===== src/rtl/ev22_regfile_rd2w1_pkg.sv =====
// EV22 register file shared definitions: widths, special register indices
// and the writable-index helper used by the write decoder and the bypass logic.
package ev22_pkg;

    localparam int DATA_W  = 16;
    localparam int NUM_GPR = 28;
    localparam int SEL_A_W = 5;
    localparam int SEL_W   = 6;
    localparam int GPR_AW  = $clog2(NUM_GPR);

    localparam logic [SEL_W-1:0] GPR_LIMIT = SEL_W'(NUM_GPR);
    localparam logic [SEL_W-1:0] PI0_IDX   = SEL_W'(28);
    localparam logic [SEL_W-1:0] PI1_IDX   = SEL_W'(29);
    localparam logic [SEL_W-1:0] PO0_IDX   = SEL_W'(30);
    localparam logic [SEL_W-1:0] PO1_IDX   = SEL_W'(31);
    localparam logic [SEL_W-1:0] WREG_IDX  = SEL_W'(34);

    // Input-port indices are read-only; everything outside the map is illegal.
    function automatic logic is_writable(input logic [SEL_W-1:0] idx);
        return (idx < GPR_LIMIT) || (idx == PO0_IDX) || (idx == PO1_IDX) || (idx == WREG_IDX);
    endfunction

endpackage


===== src/rtl/ev22_regfile_rd2w1_if.sv =====
// Bus bundle between the EV22 core (master) and its register file (slave).
interface ev22_regfile_rd2w1_if;
    import ev22_pkg::*;

    logic              Rd_En;
    logic [SEL_A_W-1:0] Sel_A;
    logic [SEL_W-1:0]  Sel_B;
    logic              Wr_En;
    logic [SEL_W-1:0]  Wr_Sel;
    logic [DATA_W-1:0] Wr_Data;
    logic [DATA_W-1:0] Port_In_0;
    logic [DATA_W-1:0] Port_In_1;
    logic [DATA_W-1:0] Data_A;
    logic [DATA_W-1:0] Data_B;
    logic              Rd_Valid;
    logic [DATA_W-1:0] Port_Out_0;
    logic [DATA_W-1:0] Port_Out_1;
    logic              Sel_Err;

    modport master (
        output Rd_En, Sel_A, Sel_B, Wr_En, Wr_Sel, Wr_Data, Port_In_0, Port_In_1,
        input  Data_A, Data_B, Rd_Valid, Port_Out_0, Port_Out_1, Sel_Err
    );

    modport slave (
        input  Rd_En, Sel_A, Sel_B, Wr_En, Wr_Sel, Wr_Data, Port_In_0, Port_In_1,
        output Data_A, Data_B, Rd_Valid, Port_Out_0, Port_Out_1, Sel_Err
    );

endinterface


===== src/rtl/ev22_regfile_rd2w1_sync2.sv =====
// Two-flop synchroniser for a bus sampled from outside the clock domain.
module ev22_sync2 #(
    parameter int WIDTH = 16
) (
    input  logic             clk,
    input  logic             reset_n,
    input  logic [WIDTH-1:0] d,
    output logic [WIDTH-1:0] q
);

    logic [WIDTH-1:0] stage1;

    // Two register stages give metastability time before the value is used.
    always_ff @(posedge clk) begin
        if (!reset_n) begin
            stage1 <= '0;
            q      <= '0;
        end else begin
            stage1 <= d;
            q      <= stage1;
        end
    end

endmodule


===== src/rtl/ev22_regfile_rd2w1.sv =====
// EV22 register file: 28 GPRs, working register, two output-port registers,
// two synchronised input ports, two registered read ports and one write port
// with write-first bypass and illegal-index flagging.
module ev22_regfile_rd2w1
    import ev22_pkg::*;
(
    input logic                  Clk,
    input logic                  Reset_n,
    ev22_regfile_rd2w1_if.slave  bus
);

    logic [DATA_W-1:0] gpr [NUM_GPR];
    logic [DATA_W-1:0] wreg;
    logic [DATA_W-1:0] po0;
    logic [DATA_W-1:0] po1;
    logic [DATA_W-1:0] pi0_sync;
    logic [DATA_W-1:0] pi1_sync;

    logic [SEL_W-1:0]  a_idx;
    logic [DATA_W-1:0] a_val;
    logic [DATA_W-1:0] b_val;
    logic              a_err;
    logic              b_err;
    logic              wr_ok;
    logic              wr_err;
    logic              byp_a;
    logic              byp_b;

    logic [DATA_W-1:0] data_a;
    logic [DATA_W-1:0] data_b;
    logic              rd_valid;
    logic              sel_err;

    ev22_sync2 #(.WIDTH(DATA_W)) u_sync_pi0 (
        .clk     (Clk),
        .reset_n (Reset_n),
        .d       (bus.Port_In_0),
        .q       (pi0_sync)
    );

    ev22_sync2 #(.WIDTH(DATA_W)) u_sync_pi1 (
        .clk     (Clk),
        .reset_n (Reset_n),
        .d       (bus.Port_In_1),
        .q       (pi1_sync)
    );

    assign a_idx  = SEL_W'(bus.Sel_A);
    assign wr_ok  = bus.Wr_En && is_writable(bus.Wr_Sel);
    assign wr_err = bus.Wr_En && !is_writable(bus.Wr_Sel);
    assign byp_a  = wr_ok && (bus.Wr_Sel == a_idx);
    assign byp_b  = wr_ok && (bus.Wr_Sel == bus.Sel_B);

    // Storage update; a write coinciding with reset is dropped.
    always_ff @(posedge Clk) begin
        if (!Reset_n) begin
            gpr  <= '{default: '0};
            wreg <= '0;
            po0  <= '0;
            po1  <= '0;
        end else if (wr_ok) begin
            if (bus.Wr_Sel < GPR_LIMIT) begin
                gpr[bus.Wr_Sel[GPR_AW-1:0]] <= bus.Wr_Data;
            end else if (bus.Wr_Sel == PO0_IDX) begin
                po0 <= bus.Wr_Data;
            end else if (bus.Wr_Sel == PO1_IDX) begin
                po1 <= bus.Wr_Data;
            end else begin
                wreg <= bus.Wr_Data;
            end
        end
    end

    // Port A read mux; the working register is not reachable from A.
    always_comb begin
        a_val = '0;
        a_err = 1'b0;
        if (a_idx < GPR_LIMIT) begin
            a_val = gpr[a_idx[GPR_AW-1:0]];
        end else begin
            case (a_idx)
                PI0_IDX: a_val = pi0_sync;
                PI1_IDX: a_val = pi1_sync;
                PO0_IDX: a_val = po0;
                PO1_IDX: a_val = po1;
                default: a_err = 1'b1;
            endcase
        end
    end

    // Port B read mux, including the working register.
    always_comb begin
        b_val = '0;
        b_err = 1'b0;
        if (bus.Sel_B < GPR_LIMIT) begin
            b_val = gpr[bus.Sel_B[GPR_AW-1:0]];
        end else begin
            case (bus.Sel_B)
                PI0_IDX:  b_val = pi0_sync;
                PI1_IDX:  b_val = pi1_sync;
                PO0_IDX:  b_val = po0;
                PO1_IDX:  b_val = po1;
                WREG_IDX: b_val = wreg;
                default:  b_err = 1'b1;
            endcase
        end
    end

    // Registered operand outputs with write-first bypass and error pulse.
    always_ff @(posedge Clk) begin
        if (!Reset_n) begin
            data_a   <= '0;
            data_b   <= '0;
            rd_valid <= 1'b0;
            sel_err  <= 1'b0;
        end else begin
            rd_valid <= bus.Rd_En;
            sel_err  <= wr_err || (bus.Rd_En && (a_err || b_err));
            if (bus.Rd_En) begin
                data_a <= byp_a ? bus.Wr_Data : a_val;
                data_b <= byp_b ? bus.Wr_Data : b_val;
            end
        end
    end

    assign bus.Data_A     = data_a;
    assign bus.Data_B     = data_b;
    assign bus.Rd_Valid   = rd_valid;
    assign bus.Sel_Err    = sel_err;
    assign bus.Port_Out_0 = po0;
    assign bus.Port_Out_1 = po1;

endmodule

===== src/flat_wrapper.sv =====
// flat-port wrapper written by rule: the top's interface ports become plain ports
module ev22_regfile_rd2w1_flat import ev22_pkg::*;
  (Clk, Reset_n, bus_Rd_En, bus_Sel_A, bus_Sel_B, bus_Wr_En, bus_Wr_Sel, bus_Wr_Data, bus_Port_In_0, bus_Port_In_1, bus_Data_A, bus_Data_B, bus_Rd_Valid, bus_Port_Out_0, bus_Port_Out_1, bus_Sel_Err);
  ev22_regfile_rd2w1_if bus_i ();
  input logic Clk;
  input logic Reset_n;
  input wire logic [$bits(bus_i.Rd_En)-1:0] bus_Rd_En;
  input wire logic [$bits(bus_i.Sel_A)-1:0] bus_Sel_A;
  input wire logic [$bits(bus_i.Sel_B)-1:0] bus_Sel_B;
  input wire logic [$bits(bus_i.Wr_En)-1:0] bus_Wr_En;
  input wire logic [$bits(bus_i.Wr_Sel)-1:0] bus_Wr_Sel;
  input wire logic [$bits(bus_i.Wr_Data)-1:0] bus_Wr_Data;
  input wire logic [$bits(bus_i.Port_In_0)-1:0] bus_Port_In_0;
  input wire logic [$bits(bus_i.Port_In_1)-1:0] bus_Port_In_1;
  output wire logic [$bits(bus_i.Data_A)-1:0] bus_Data_A;
  output wire logic [$bits(bus_i.Data_B)-1:0] bus_Data_B;
  output wire logic [$bits(bus_i.Rd_Valid)-1:0] bus_Rd_Valid;
  output wire logic [$bits(bus_i.Port_Out_0)-1:0] bus_Port_Out_0;
  output wire logic [$bits(bus_i.Port_Out_1)-1:0] bus_Port_Out_1;
  output wire logic [$bits(bus_i.Sel_Err)-1:0] bus_Sel_Err;
  assign bus_i.Rd_En = bus_Rd_En;
  assign bus_i.Sel_A = bus_Sel_A;
  assign bus_i.Sel_B = bus_Sel_B;
  assign bus_i.Wr_En = bus_Wr_En;
  assign bus_i.Wr_Sel = bus_Wr_Sel;
  assign bus_i.Wr_Data = bus_Wr_Data;
  assign bus_i.Port_In_0 = bus_Port_In_0;
  assign bus_i.Port_In_1 = bus_Port_In_1;
  assign bus_Data_A = bus_i.Data_A;
  assign bus_Data_B = bus_i.Data_B;
  assign bus_Rd_Valid = bus_i.Rd_Valid;
  assign bus_Port_Out_0 = bus_i.Port_Out_0;
  assign bus_Port_Out_1 = bus_i.Port_Out_1;
  assign bus_Sel_Err = bus_i.Sel_Err;
  ev22_regfile_rd2w1 u_core (.Clk(Clk), .Reset_n(Reset_n), .bus(bus_i));
endmodule

===== config.mk =====
export PLATFORM = sky130hd
export DESIGN_NAME = ev22_regfile_rd2w1_flat
export DESIGN_NICKNAME = d
export VERILOG_FILES = /design/src/rtl/ev22_regfile_rd2w1_pkg.sv /design/src/rtl/ev22_regfile_rd2w1_if.sv /design/src/rtl/ev22_regfile_rd2w1_sync2.sv /design/src/rtl/ev22_regfile_rd2w1.sv /design/src/flat_wrapper.sv
export SDC_FILE = /design/constraint.sdc
export NUM_CORES = 2
export LEC_CHECK = 0
export BUFFER_PORTS_ARGS = -buffer_cell sky130_fd_sc_hd__buf_2
export CELL_PAD_IN_SITES_DETAIL_PLACEMENT = 1
export CELL_PAD_IN_SITES_GLOBAL_PLACEMENT = 1
export CORE_MARGIN = 2
export CORE_UTILIZATION = 35
export DETAILED_ROUTE_END_ITERATION = 6
export PLACE_DENSITY = 0.59
export REMOVE_ABC_BUFFERS = 1
export SLEW_MARGIN = 15
export SYNTH_ARGS = -nofsm -noshare
export SYNTH_HDL_FRONTEND = slang
export SYNTH_SLANG_ARGS = --single-unit

===== constraint.sdc =====
create_clock -name Clk -period 2.1 [get_ports Clk]
set_input_delay 0.525 -clock Clk [delete_from_list [all_inputs] [get_ports Clk]]
set_output_delay 0.525 -clock Clk [all_outputs]
set_load 0.02 [all_outputs]

# Word level (Yosys, flattened, before mapping)
# Cells that the tools add are included.
word_totals:
  word_cells: 103
  ff_bits: 594
  inputBits: 69
  output_inout_bits: 66
op_classes:
  n_bitwise: 6
  magnitude_cmp: 7
  eq_ne: 14
  n_mux: 19
  reduce_logical: 18
ops:
  columns: ["operator", "count"]
  rows:
  - ["bitwise mux 448 bit", 1]
  - ["binary-select mux 16 bit (select 5 bit)", 2]
  - ["2-to-1 mux 16 bit", 9]
  - ["demux 16 bit (select 5 bit)", 1]
  - ["case mux 16 bit (5 select lines)", 1]
  - ["case mux 16 bit (4 select lines)", 1]
  - ["equality test 6 x 5 -> 1 bit (second input constant)", 6]
  - ["equality test 5 bit (second input constant)", 4]
  - ["greater-or-equal comparator 6 bit (second input constant)", 3]
  - ["inverter 5 -> 6 bit", 3]
  - ["equality test 6 bit (second input constant)", 2]
  - ["< comparator 6 x 5 -> 1 bit (second input constant)", 2]
  - ["AND reduction 4 bit", 2]
  - ["equality test 6 x 5 -> 1 bit", 1]
  - ["equality test 6 bit", 1]
  - ["logical AND 1 bit", 6]
  - ["< comparator 6 x 1 -> 1 bit (second input constant)", 1]
  - ["logical OR 1 bit", 5]
  - ["< comparator 5 bit (second input constant)", 1]
  - ["OR reduction 5 bit", 1]
  - ["2-to-1 mux 1 bit", 4]
  - ["OR reduction 4 bit", 1]
  - ["inverter 1 bit", 3]
  - ["AND reduction 3 bit", 1]
  - ["other kinds (2)", 2]

# Depth between registers and ports, before layout
logic_depth:
  word_depth: 7
  ltp_mapped: 9
  depth_no_buf: 5

# By module
# From an unflattened synthesis, not the netlist that was laid out.
unflattened:
  cells_unflattened: 3178
  area_unflattened_um2: 30888.4
by_module_without_submodules:
  columns: ["module", "area_each_um2", "n_inst", "seq_area_each_um2", "cells_each"]
  rows:
  - ["ev22_regfile_rd2w1", 29096.7, 1, 10610.2, 3044]
  - ["ev22_sync2", 895.9, 2, 640.6, 67]

# Least setup slack after synthesis
# OpenSTA, ideal clock, no wires.
synth_timing:
  kind: "input port to flip-flop"
  start: "input bus_Sel_B[2]"
  end: "register u_core.data_b[13] (netlist: u_core.bus.Data_B[13])"
  path_stages: 8
  setup_slack_ns: -0.102
  n_path_buf: 3
  setup_ns: 0.123
  arrival_ns: 2.079
  cell_sequence: "buf_2 buf_2 clkbuf_1 mux4_2 a221oi_1 nand2_1 nand3b_1 a21oi_2"
synth_via:
  elab_chain_cells: 6
  word_cells_on_any_way: 15
  classes_between: "1 x order compare; 6 x eq/ne; 6 x mux; 1 x bitwise; 1 x reduce/logical"
synth_rtl:
  columns: ["item", "line_no", "text"]
  rows:
  - ["start: declaration", "flat_wrapper.sv:9", "input wire logic [$bits(bus_i.Sel_B)-1:0] bus_Sel_B;"]
  - ["inverter 5 -> 6 bit (not written as such)", "ev22_regfile_rd2w1.sv:96", "b_val = gpr[bus.Sel_B[GPR_AW-1:0]];"]
  - ["binary-select mux 16 bit (select 5 bit)", "ev22_regfile_rd2w1.sv:96", null]
  - ["2-to-1 mux 16 bit (not written as such) (2 in a row)", "ev22_regfile_rd2w1.sv:96", null]
  - ["2-to-1 mux 16 bit", "ev22_regfile_rd2w1.sv:95", "if (bus.Sel_B < GPR_LIMIT) begin"]
  - ["2-to-1 mux 16 bit *", "ev22_regfile_rd2w1.sv:121", "data_b <= byp_b ? bus.Wr_Data : b_val;"]
  - ["end signal: assignment", "ev22_regfile_rd2w1.sv:121", null]
  - ["end: declaration", "ev22_regfile_rd2w1.sv:30", "logic [DATA_W-1:0] data_b;"]
# Every way passes the cells marked *; elsewhere a longest branch is shown, timed or not. The select of a mux whose other input is x is not followed.
# A chain may end at the register's enable or synchronous reset.

# Worst setup path after layout
layout_timing:
  start: "input bus_Sel_B[1]"
  end: "register u_core.data_b[3] (netlist: u_core.bus.Data_B[3])"
# Same word-level chain as after synthesis.

==> out/qor.yml <==
run_status:
  run_status: "complete, but fails checks"
  violations_in_the_final_reports: "negative setup slack"
final_layout:
  layout.cells.most_common_list: "sky130_fd_sc_hd__nand2_1, sky130_fd_sc_hd__dfxtp_1, sky130_fd_sc_hd__buf_4, sky130_fd_sc_hd__mux2i_1, sky130_fd_sc_hd__nor2b_1"
  flow.area_growth_from_synthesis_pct: 22.5
  post_route_cell_area_mm2: 0.0383
  final-instance-count-excl-fill: 4597
  mostFrequentLayoutCell: "sky130_fd_sc_hd__nand2_1"
  final_nets: 3448
  drive_gt1_share_pct: 27.6
global_route:
  grt_pass1_wl_mm: 195
  via_count_of_the_first_global_routing_pass: 28143
  antenna_found_initial: 5
  grt_overflow: 0
  largest_net_degree_at_the_start_of_global_routing: 62
  grt_usage_pct: 29.1
clocking:
  worst_setup_hold_path_clk_slew_ns: 0.06
  cts_buffers: 71
  postCtsSetupBuffers: 0
  cts-root-buf: "sky130_fd_sc_hd__clkbuf_16"
  clkLatencyLatePin_ns: 0.62
  cts_tree: "yes"
  tritoncts_num_sinks: 594
  cts_max_level: 3
  clock_path_buffers: 3
critical_path:
  worstSetupEndpointType: "flip-flop"
  rrSetupSlack_ns: 0.06
  critical_path_class: "in2reg"
  critical_path_fanouts_max: 16
  setup.worst_path.start_class: "primary input"
  worst_ep_required_time_ns: 2.61
  critPathArrivalTime_ns: 2.66
placement:
  placed_area_mm2: 0.0360
  placed_insts: 4471
  dpl_worst_slack_ns: -0.630
  place.detailed.hpwl_mm: 95.9
  routabilityCongestion: 0.928
  port_buffers: 134
route:
  drt.antenna.violating_nets: 0
  drc: 0
  dr.first_iter.drc_count: 2293
  drt-pass1-iter-count: 5
  drt-vias-per-instance: 5.84
  totalWireLength_mm: 135
  detailroute.via_count: 26837
  wire_per_inst_um: 29.3
power_and_ir_drop:
  power.share.sequential_pct: 43.2
  clockPowerShare_pct: 46.8
  static-leakage-power_nw: 13.8
  switching_power_share_of_the_total_pct: 25.7
  max-vdd-ir-drop_mv: 0.542
  power.switching_mw: 6.84
  p_int_mw: 19.8
  total_power_mw: 26.6
  power-per-cell-area_mw_per_mm2: 694
  power.combinational.fraction_pct: 10.0
die:
  die_w_um: 303
  die_height_um: 303
  core_area_mm2: 0.0885
  die_area_mm2: 0.0918
  initial_core_util_pct: 35.4
  io-pin-count: 135
  placement_rows: 109
sta:
  worst_slew_margin_pct: 32.3
  finalCriticalPeriod_ns: 2.15
  setup_ws_ns: -0.0458
  timing.final.max_slew_violations: 0
  finalSetupViolCount: 1
  post_route_fraction_of_the_period_consumed_by_the_critical_path_pct: 102
  setup_repair_after_global_routing_missed_its_margin: "no"
  final-hold-violation-count: 0
  clock.fmax_mhz: 466
  worstMarginPinSlew_ns: 1.01
  setup_tns_ns: -0.0458
  worst_clock_skew_ns: 0.0255
synth:
  synth_top_cell_area_share_pct: 38.0
  synth_top_cell_by_area: "sky130_fd_sc_hd__dfxtp_1"
  synthCells: 3084
  synth-async-reset-ratio_pct: 0
  average_footprint_of_a_synthesized_cell_um2: 10.1
  synth_enable_flop_cells: 0
  post_synthesis_instance_area_mm2: 0.0313
  synth_seq_area_share_pct: 38.0
  netlist_top_cells_area: "sky130_fd_sc_hd__dfxtp_1, sky130_fd_sc_hd__mux4_2, sky130_fd_sc_hd__mux2i_1, sky130_fd_sc_hd__nand2_1, sky130_fd_sc_hd__nor2b_1"
  ys.warnings.count: 0
  synth.ff_latch_count: 594
  synth_cell_types: 79
  synth-main-ff-cell: "sky130_fd_sc_hd__dfxtp_1"
min_path:
  hp-class: "in2reg"
job:
  number_of_max_cap_violations: 0
kinds of logic after synthesis:
kind of cell              Yosys count  synth area share [%]
AOI/OAI and AO/OA                 532                  12.9
xor gates and xnor gates           10                 0.280
buffers and inverters             321                  5.57
DFF                               594                  38.0
muxes                             506                  25.3
and+or+nand+nor                  1121                  17.9
worst paths after layout:
| check | from | to | cells after the start |
|---|---|---|---|
| hold reg to reg | u_core.u_sync_pi1.stage1[10]$_SDFF_PN0_ | u_core.u_sync_pi1.q[10]$_SDFF_PN0_ | 1 |
| hold / removal | bus_Port_In_0[2] | u_core.u_sync_pi0.stage1[2]$_SDFF_PN0_ | 2 |
| setup reg to reg | u_core.gpr[239]$_SDFFE_PN0P_ | u_core.bus.Data_B[15]$_SDFFE_PN0P_ | 6 |
| setup / recovery | bus_Sel_B[1] | u_core.bus.Data_B[3]$_SDFFE_PN0P_ | 9 |
power by group through the flow:
stage	sequential [mW]	combinational (mW)	clock [mW]
2_1_floorplan	11.7	0.803	0
3_3_place_gp	11.7	2.58	0
3_5_place_dp	11.7	2.63	0
4_1_cts	11.5	2.64	12.6
5_1_grt	11.5	2.77	13.1
6_report	11.5	2.66	12.5
worst max-delay path: stages:
cell and delay, ns:
sky130_fd_sc_hd__buf_6 0.31, sky130_fd_sc_hd__buf_12 0.22, sky130_fd_sc_hd__buf_4 0.16, sky130_fd_sc_hd__mux4_2 0.30, sky130_fd_sc_hd__mux2i_1 0.46, sky130_fd_sc_hd__buf_4 0.20, sky130_fd_sc_hd__o211a_1 0.20, sky130_fd_sc_hd__nor3_1 0.06
sky130_fd_sc_hd__o21a_1 0.17
per-stage QoR:
stage                     hold slack, ns  util (%)
after CTS                         0.0914      43.3
after detailed placement           0.421      40.7
after global placement             0.420      40.7
after floorplan                    0.412         -
after global routing               0.102      43.3
final                              0.113      43.3
layer usage:
| metal | part of all wire (%) | global-route usage, % | vias up |
|---|---|---|---|
| met3 | 6.1 | 4.76 | 297 |
| met4 | 4.8 | 12.9 | 4 |
| met5 | 0.019 | 0 | - |
| met1 | 42 | 37.9 | 13944 |
| li1 | - | - | 11594 |
| met2 | 47 | 47.4 | 998 |
Yosys cell counts, drive strengths merged (29+ instances only):
cell type / number
nand3: 42
nand2: 622
dfxtp: 594
nor2b: 234
a21boi: 272
a221oi: 32
mux2i: 258
and2: 72
o21ai: 31
buf: 155
a21oi: 29
clkbuf: 151
a22oi: 38
nor2: 39
nor3: 46
mux4: 222
cell type report:
| class | instances | area, um2 |
|---|---|---|
| clock inverter | 22 | 208 |
| tap | 1165 | 1460 |
| multi-input combinational | 2169 | 17700 |
| sequential | 594 | 11900 |
| clock buffer | 103 | 2090 |
| inverter | 15 | 56.3 |
| timing repair buffer | 528 | 4960 |
| fill | 9685 | 50200 |
| antenna | 1 | 2.50 |
registers in the layout (all words and copies together) (netlist names):
register,count
u_core.bus.Sel_Err,1
u_core.gpr,448
u_core.bus.Data_B,16
u_core.u_sync_pi1.q,16
u_core.bus.Port_Out_1,16
u_core.u_sync_pi1.stage1,16
u_core.u_sync_pi0.q,16
u_core.u_sync_pi0.stage1,16
u_core.bus.Rd_Valid,1
u_core.bus.Port_Out_0,16
u_core.wreg,16
u_core.bus.Data_A,16
repair_timing:
item,CTS,global route
setup endpoints to repair,1,5
hold buffers,0,0
gates resized for setup,1,4
Note: power is estimated with default switching activity, not from simulation.
